[src/rtl/serial_fir_pkg.sv]
// Shared types and constants for the serial FIR, its sample feeder and bench.
package serial_fir_pkg;

   typedef enum logic {ST_IDLE, ST_RUN} feeder_state_e;

   localparam int FIR_DATA_W   = 12;
   localparam int FIR_SLOT_LEN = 16;

endpackage

[src/rtl/sync_fifo.sv]
// Single-clock FIFO with registered occupancy; push when full and pop when empty are ignored.
module sync_fifo #(
   parameter int DATA_W = 12,
   parameter int DEPTH  = 8
) (
   input  logic                     clk,
   input  logic                     rst,
   input  logic                     push,
   input  logic                     pop,
   input  logic [DATA_W-1:0]        wdata,
   output logic [DATA_W-1:0]        head,
   output logic [$clog2(DEPTH):0]   level,
   output logic                     full,
   output logic                     empty
);

   localparam int AW = $clog2(DEPTH);
   localparam int LW = AW + 1;

   logic [DATA_W-1:0] mem [DEPTH];
   logic [AW-1:0]     wr_ptr;
   logic [AW-1:0]     rd_ptr;
   logic              push_ok;
   logic              pop_ok;

   assign full    = (level == LW'(DEPTH));
   assign empty   = (level == '0);
   assign push_ok = push && !full;
   assign pop_ok  = pop && !empty;
   assign head    = mem[rd_ptr];

   // Storage carries no reset; only pointers and occupancy are control state.
   always_ff @(posedge clk) begin
      if (push_ok) begin
         mem[wr_ptr] <= wdata;
      end
   end

   always_ff @(posedge clk) begin
      if (rst) begin
         wr_ptr <= '0;
         rd_ptr <= '0;
         level  <= '0;
      end else begin
         if (push_ok) begin
            wr_ptr <= wr_ptr + 1'b1;
         end
         if (pop_ok) begin
            rd_ptr <= rd_ptr + 1'b1;
         end
         if (push_ok && !pop_ok) begin
            level <= level + 1'b1;
         end else if (!push_ok && pop_ok) begin
            level <= level - 1'b1;
         end
      end
   end

endmodule

[src/rtl/serial_fir_feeder.sv]
// Buffers incoming samples and issues them to the serial FIR as one-cycle strobes on a fixed slot cadence.
module serial_fir_feeder
   import serial_fir_pkg::*;
#(
   parameter int DATA_W     = FIR_DATA_W,
   parameter int SLOT_LEN   = FIR_SLOT_LEN,
   parameter int FIFO_DEPTH = 8
) (
   input  logic                        clk_i,
   input  logic                        rst_i,
   input  logic                        s_valid_i,
   output logic                        s_ready_o,
   input  logic [DATA_W-1:0]           s_data_i,
   output logic                        enable_o,
   output logic [DATA_W-1:0]           data_o,
   output logic [$clog2(FIFO_DEPTH):0] level_o,
   output logic                        underrun_o
);

   localparam int CW = (SLOT_LEN > 1) ? $clog2(SLOT_LEN) : 1;

   feeder_state_e     state;
   feeder_state_e     state_nxt;
   logic [CW-1:0]     cnt;
   logic [CW-1:0]     cnt_nxt;
   logic              pop;
   logic              push;
   logic              underrun_nxt;
   logic              slot_end;
   logic              fifo_full;
   logic              fifo_empty;
   logic [DATA_W-1:0] head;

   // Readiness depends only on registered occupancy, so a same-edge pop never frees a full FIFO.
   assign s_ready_o = !rst_i && !fifo_full;
   assign push      = s_valid_i && s_ready_o;
   assign slot_end  = (cnt == CW'(SLOT_LEN - 1));

   sync_fifo #(
      .DATA_W (DATA_W),
      .DEPTH  (FIFO_DEPTH)
   ) u_fifo (
      .clk   (clk_i),
      .rst   (rst_i),
      .push  (push),
      .pop   (pop),
      .wdata (s_data_i),
      .head  (head),
      .level (level_o),
      .full  (fifo_full),
      .empty (fifo_empty)
   );

   always_comb begin
      state_nxt    = state;
      cnt_nxt      = cnt;
      pop          = 1'b0;
      underrun_nxt = 1'b0;
      case (state)
         ST_IDLE: begin
            if (!fifo_empty) begin
               pop       = 1'b1;
               cnt_nxt   = '0;
               state_nxt = ST_RUN;
            end
         end
         ST_RUN: begin
            // Once running the slot phase is free-running and never re-aligned to arrivals.
            if (slot_end) begin
               cnt_nxt = '0;
               if (!fifo_empty) begin
                  pop = 1'b1;
               end else begin
                  underrun_nxt = 1'b1;
               end
            end else begin
               cnt_nxt = cnt + 1'b1;
            end
         end
         default: begin
            state_nxt = ST_IDLE;
         end
      endcase
   end

   always_ff @(posedge clk_i) begin
      if (rst_i) begin
         state      <= ST_IDLE;
         cnt        <= '0;
         enable_o   <= 1'b0;
         underrun_o <= 1'b0;
         data_o     <= '0;
      end else begin
         state      <= state_nxt;
         cnt        <= cnt_nxt;
         enable_o   <= pop;
         underrun_o <= underrun_nxt;
         if (pop) begin
            data_o <= head;
         end
      end
   end

endmodule

[config.mk]
export PLATFORM = sky130hd
export DESIGN_NAME = serial_fir_feeder
export DESIGN_NICKNAME = d
export VERILOG_FILES = /design/src/rtl/serial_fir_pkg.sv /design/src/rtl/sync_fifo.sv /design/src/rtl/serial_fir_feeder.sv
export SDC_FILE = /design/constraint.sdc
export NUM_CORES = 1
export LEC_CHECK = 0
export BUFFER_PORTS_ARGS = -buffer_cell sky130_fd_sc_hd__buf_2
export CAP_MARGIN = 20
export CORE_ASPECT_RATIO = 0.7
export CORE_MARGIN = 10
export CORE_UTILIZATION = 45
export DETAILED_ROUTE_END_ITERATION = 7
export GPL_ROUTABILITY_DRIVEN = 0
export SLEW_MARGIN = 25
export SYNTH_ARGS = -nofsm -noshare
export SYNTH_HDL_FRONTEND = slang
export SYNTH_SLANG_ARGS = --single-unit
[constraint.sdc]
create_clock -name clk_i -period 3.04 [get_ports clk_i]
set_clock_uncertainty 0.05 [all_clocks]
set_input_delay 0.608 -clock clk_i [delete_from_list [all_inputs] [get_ports clk_i]]
set_output_delay 0.608 -clock clk_i [all_outputs]
set_load 0.02 [all_outputs]
== Yosys cells after proc, flatten, opt, wreduce, memory -nomap -nowiden ==
Memories as Yosys holds them, arrays and structs flattened. A register that Yosys moved wholly into a read port is not among the register bits.
Cells that the tools add are included.

* Register bits: 17
* Memory bits (writable): 96
* Memories kept: 1

* Add/subtract/negate cells: 5
* Equality and inequality tests: 3
* Muxes and demuxes: 12
* Bitwise gates (word level): 2
* Reduce and logical (&&, ||, !) cells: 14

{| class="wikitable"
|+ Memories
! name !! depth !! width !! read ports !! clocked after Yosys merged registers in !! write ports !! RTL line !! text
|-
| u_fifo.mem || 8 || 12 || 1 || 1 || 1 || sync_fifo.sv:20 || <nowiki>logic [DATA_W-1:0] mem [DEPTH];</nowiki>
|}

{| class="wikitable"
|+ Operators with widths
! kind !! number
|-
| $mux 4 || 4
|-
| $add 4x1->4 const B || 2
|-
| $eq 4x4->1 const B || 2
|-
| $pmux 4 s2 || 1
|-
| $add 3x1->3 const B || 2
|-
| $logic_and 1x1->1 || 6
|-
| $mux 1 || 6
|-
| $logic_not 1->1 || 5
|-
| $logic_not 4->1 || 1
|-
| $sub 4x1->4 const B || 1
|-
| $reduce_or 3->1 || 1
|-
| $ne 2x2->1 const B || 1
|-
| $not 1->1 || 2
|-
| $pmux 1 s2 || 1
|-
| $reduce_bool 2->1 || 1
|}

== Logic depth before layout (Yosys ltp) ==
* Depth in word-level cells: 9
* Gate-level depth with buffers: 12
* Depth with buffers taken out: 11

== Cells and area by module ==
A second synthesis with hierarchy kept.

* Cell total of the unflattened synthesis: 298
* Area, all modules: 5111.2 sq um

{| class="wikitable"
|+ Modules (own cells, without submodules)
! module !! times used !! cells each !! area each (sq um) !! seq. area each (sq um)
|-
| sync_fifo || 1 || 212 || 4259.1 || 3143.0
|-
| serial_fir_feeder || 1 || 86 || 852.1 || 380.4
|}

== Worst setup path after synthesis ==
No wires, ideal clock.

* Path type: reg-to-reg
* Start: reg cnt[0]
* End: reg u_fifo.level[3]
* Setup time: 0.121 ns
* Data arrival time: 2.554 ns
* Path slack: 0.316 ns
* Cell stages (with the launch flop): 13
* Path buffers: 1
* Period minus slack after synthesis: 2.724 ns
* Cell sequence: dfxtp_1 > ha_1 > nand3_1 > a21oi_4 > buf_4 > inv_1 > ha_1 > inv_1 > ha_1 > a21oi_1 > a211oi_1 > a31oi_1 > mux2_2

* Word-level cells in the longest chain between the ends: 7
* Elaborated cells between the ends (all ways): 9
* Those cells by class: eq/ne: 1; mux: 3; reduce/logical: 5

{| class="wikitable"
|+ Ends and longest elaborated chain
! item !! RTL line !! text
|-
| from (decl) || serial_fir_feeder.sv:24 || <nowiki>logic [CW-1:0] cnt;</nowiki>
|-
| from (signal assigned) || serial_fir_feeder.sv:95 || <nowiki>cnt <= cnt_nxt;</nowiki>
|-
| $eq 4x4->1 * || serial_fir_feeder.sv:37 || <nowiki>assign slot_end = (cnt == CW'(SLOT_LEN - 1));</nowiki>
|-
| $mux 1 * || serial_fir_feeder.sv:69 || <nowiki>if (slot_end) begin</nowiki>
|-
| $pmux 1 s2 * || serial_fir_feeder.sv:59 || <nowiki>case (state)</nowiki>
|-
| $logic_and 1x1->1 * || sync_fifo.sv:29 || <nowiki>assign pop_ok = pop && !empty;</nowiki>
|-
| $logic_not 1->1 || sync_fifo.sv:51 || <nowiki>if (push_ok && !pop_ok) begin</nowiki>
|-
| $logic_and 1x1->1 || sync_fifo.sv:51 ||
|-
| $mux 4 / $reduce_bool 2->1 (equally long branches) || -- ||
|-
| to (signal assigned) || sync_fifo.sv:52 || <nowiki>level <= level + 1'b1;</nowiki>
|-
| to (signal assigned) || sync_fifo.sv:54 || <nowiki>level <= level - 1'b1;</nowiki>
|-
| to (decl) || sync_fifo.sv:12 || <nowiki>output logic [$clog2(DEPTH):0] level,</nowiki>
|}

Mark *: on every way between the ends. The rest lies on a longest branch, timed or not.
A chain may end at the register's enable or synchronous reset.

== Worst setup path after layout ==
Ends and elaborated chain as after synthesis.

==> results.txt <==
Hold Violations, Final = 0
Min-delay worst type = input port to flip-flop
Worst vdd ir = 0.4114 mV
Most used DFF post-synth = edfxtp_1
Fin crit period = 2.679 ns
I/O Buffers = 33
Max-slew violation count = 0
Vias in the first global route = 2,590
Synthesized area = 4966 um^2
Multi-input logic area = 1390 um^2
Synthesis Warnings = 0
Routed WL = 9.237 mm
Kind of critical path = flip-flop to flip-flop
MaxCap Viol Count = 0
Most frequent cells in the layout = edfxtp_1 (96), nor2_1 (34), buf_2 (33)
Leak Pwr = 2.025 nW
Die Y-Extent = 107.9 um
Worst r2r src = cnt[0]
Worst-Margin Slew = 0.9908 ns
DR pass1 iterations = 4
FF-to-FF path depth = 11
First-pass GRT wire length = 14.78 mm
CTS Buffer Depth = 2
Die area = 15,700 um^2
Setup violations, final = 0
DR vias/cell = 5.109
Crit-path max cell delay = 0.37 ns
Die width = 145.6 um
R2r endpoint = u_fifo.level[3]
Synth Instances = 282
Setup crit end = u_fifo.level[3]
Initial Util = 0.4707
Most common cell after layout, fill and taps aside = edfxtp_1
Clk pin slew, worst setup/hold paths = 0.05 ns
DR vias = 2,524
Post-route ant nets = 0
Top cells by area, synth = edfxtp_1 (58%), dfxtp_1 (12%), mux4_2 (9.1%)
Antenna violations before repair = 1
Global Route Usage Sum = 0.1242
Share of the synthesized area in the top cell type = 0.5805
Post-synth EDFFs = 96
Inserted Clock Buffers = 17
Avg WL per Cell = 18.70 um
Root buffer cell = clkbuf_16
CP startpoint kind = flip-flop
H-tree Lvls = 4
Cell taking the most area after synthesis = edfxtp_1
TritonCTS clock tree = built
CP required = 3.28 ns
Synth Register Bits = 125
Clk Latency, worst-skew pair = 0.40 ns
Largest net degree at the start of global routing = 33
Hold_buf cts = 0
Remaining global-route overflow = 0
Crit path cell chain = ha_1 -> nand3_1 -> a21oi_4 -> inv_1 -> ha_1 -> inv_1 -> ha_1 -> a21oi_1 -> a211oi_1 -> a31oi_1 -> mux2_2
Pwr/cell area = 934.4 nW/um^2
Crit-path slowest cell = dfxtp_1
Syn-to-layout area delta = 18.72%
Unrepaired setup endpoints after global routing = false
Mapped Avg Cell Area = 17.61 um^2
Slew HR = 0.3386
Most frequent CP cell = ha_1
Fin crit share = 0.8813
Placed Area = 5316 um^2
Status = finished, final reports clean
Fraction of registers with async set or reset after synthesis = 0
Detail Placement HPWL = 5.589 mm
Register area = 3463 um^2
Synth cell types = 40
Reg-to-reg slack, setup = 0.36 ns
Clock Sinks = 125
# resized after CTS = 0
# nets final = 354
Post-route total power = 0.005509 W
Core Region = 10,550 um^2
Post-CTS Setup Repair Bufs = 0
Filler instances = 844
DRT iter0 DRCs = 100
I/O pin count = 34
Final Hold Slack = 0.4255 ns
Critical path origin = cnt[0]
FMAX = 373.2 MHz
Final worst setup slack = 0.3608 ns
DRC = 0
Syn_nets = 304
Sequential area share after synthesis = 0.6974
Peak fanout along the critical path = 4
Design Area, Final = 5896 um^2
Setup WS pre-CTS = 0.3746 ns
Crit end category = flip-flop
Layout cells sized above 1 = 0.3043
FP Rows = 31
Critical Path AT = 2.92 ns
Setup_tns = 0 ns
==> metal layers <==
metal	wire, um	track usage	up-vias	share of wire
met5	0	0	-	0
met1	4585	0.1630	1265	0.50
li1	-	-	1207	-
met4	55	0.04964	0	0.0060
met2	4253	0.1843	45	0.46
met3	343	0.04494	7	0.037
==> registers in the layout (all words and copies together) (netlist names), 3 cells and up <==
name / flops
u_fifo.level: 4
u_fifo.wr_ptr: 3
data_o: 12
u_fifo.mem: 96
cnt: 4
u_fifo.rd_ptr: 3
==> cells in the mapped netlist, drive strengths merged (2+ instances only) <==
library cell	instances
clkbuf	7
inv	4
nor2	35
a21oi	7
a211oi	14
nand2b	5
edfxtp	96
ha	6
mux2i	15
nand3	3
dfxtp	29
mux4	24
nand2	4
o21ai	2
xnor2	4
nor3	5
a31oi	2
buf	8
==> per-stage QoR <==
step                        util  std cells
after floorplan                -        282
after global placement    0.5039        461
after detailed placement  0.5039        461
after CTS                 0.5586        493
after global routing      0.5588        494
final                     0.5588        494
==> cell type report <==
class	count	share of cell area
inverters	4	0.002547
clock inverters	6	0.009338
well taps	148	0.03141
diodes	1	0.0004244
clock buffers	26	0.08850
repair buffers	46	0.04457
flip-flops and latches	125	0.5874
multi-input cells	138	0.2358
==> worst max-delay path: cells and delay by family (launching register included) <==
kind	cells	cell delay (ns)
flops	1	0.37
buf+inv	2	0.20
compound gates	4	0.70
fa+ha+maj	3	0.72
mux	1	0.35
simple gates	1	0.20
==> cells by family (layout without fill, tap and decap cells) <==
group                      count (synthesis)  in the layout  synth area share
and+or+nand+nor                           61             61           0.06853
buffers and inverters                     19             82           0.02469
DFF                                      125            125            0.6974
muxes                                     40             40            0.1444
adders and majority gates                  7              7           0.01915
xor gates and xnor gates                   5              5          0.008818
other                                      0              1                 0
AOI/OAI and AO/OA                         25             25           0.03704
==> where the power goes <==
group / leakage (nW) / total (W) / switching, W / internal [W]
Clock: 0.288 / 0.00194 / 0.000676 / 0.00126
Sequential: 1.11 / 0.00215 / 0.000149 / 0.00200
Combinational: 0.631 / 0.00142 / 0.000768 / 0.000653
==> worst min path at each step <==
stage	slack [ns]	cells after the start	end	from
2_1_floorplan	0.42	2	underrun_o	cnt[3]
3_3_place_gp	0.43	2	data_o[3]	data_o[3]
3_5_place_dp	0.44	2	data_o[2]	data_o[2]
4_1_cts	0.41	1	u_fifo.mem[0][0]	s_data_i[0]
5_1_grt	0.42	1	u_fifo.mem[2][9]	s_data_i[9]
6_report	0.43	1	u_fifo.mem[6][10]	s_data_i[10]
Power figures use the tool's default switching activity.
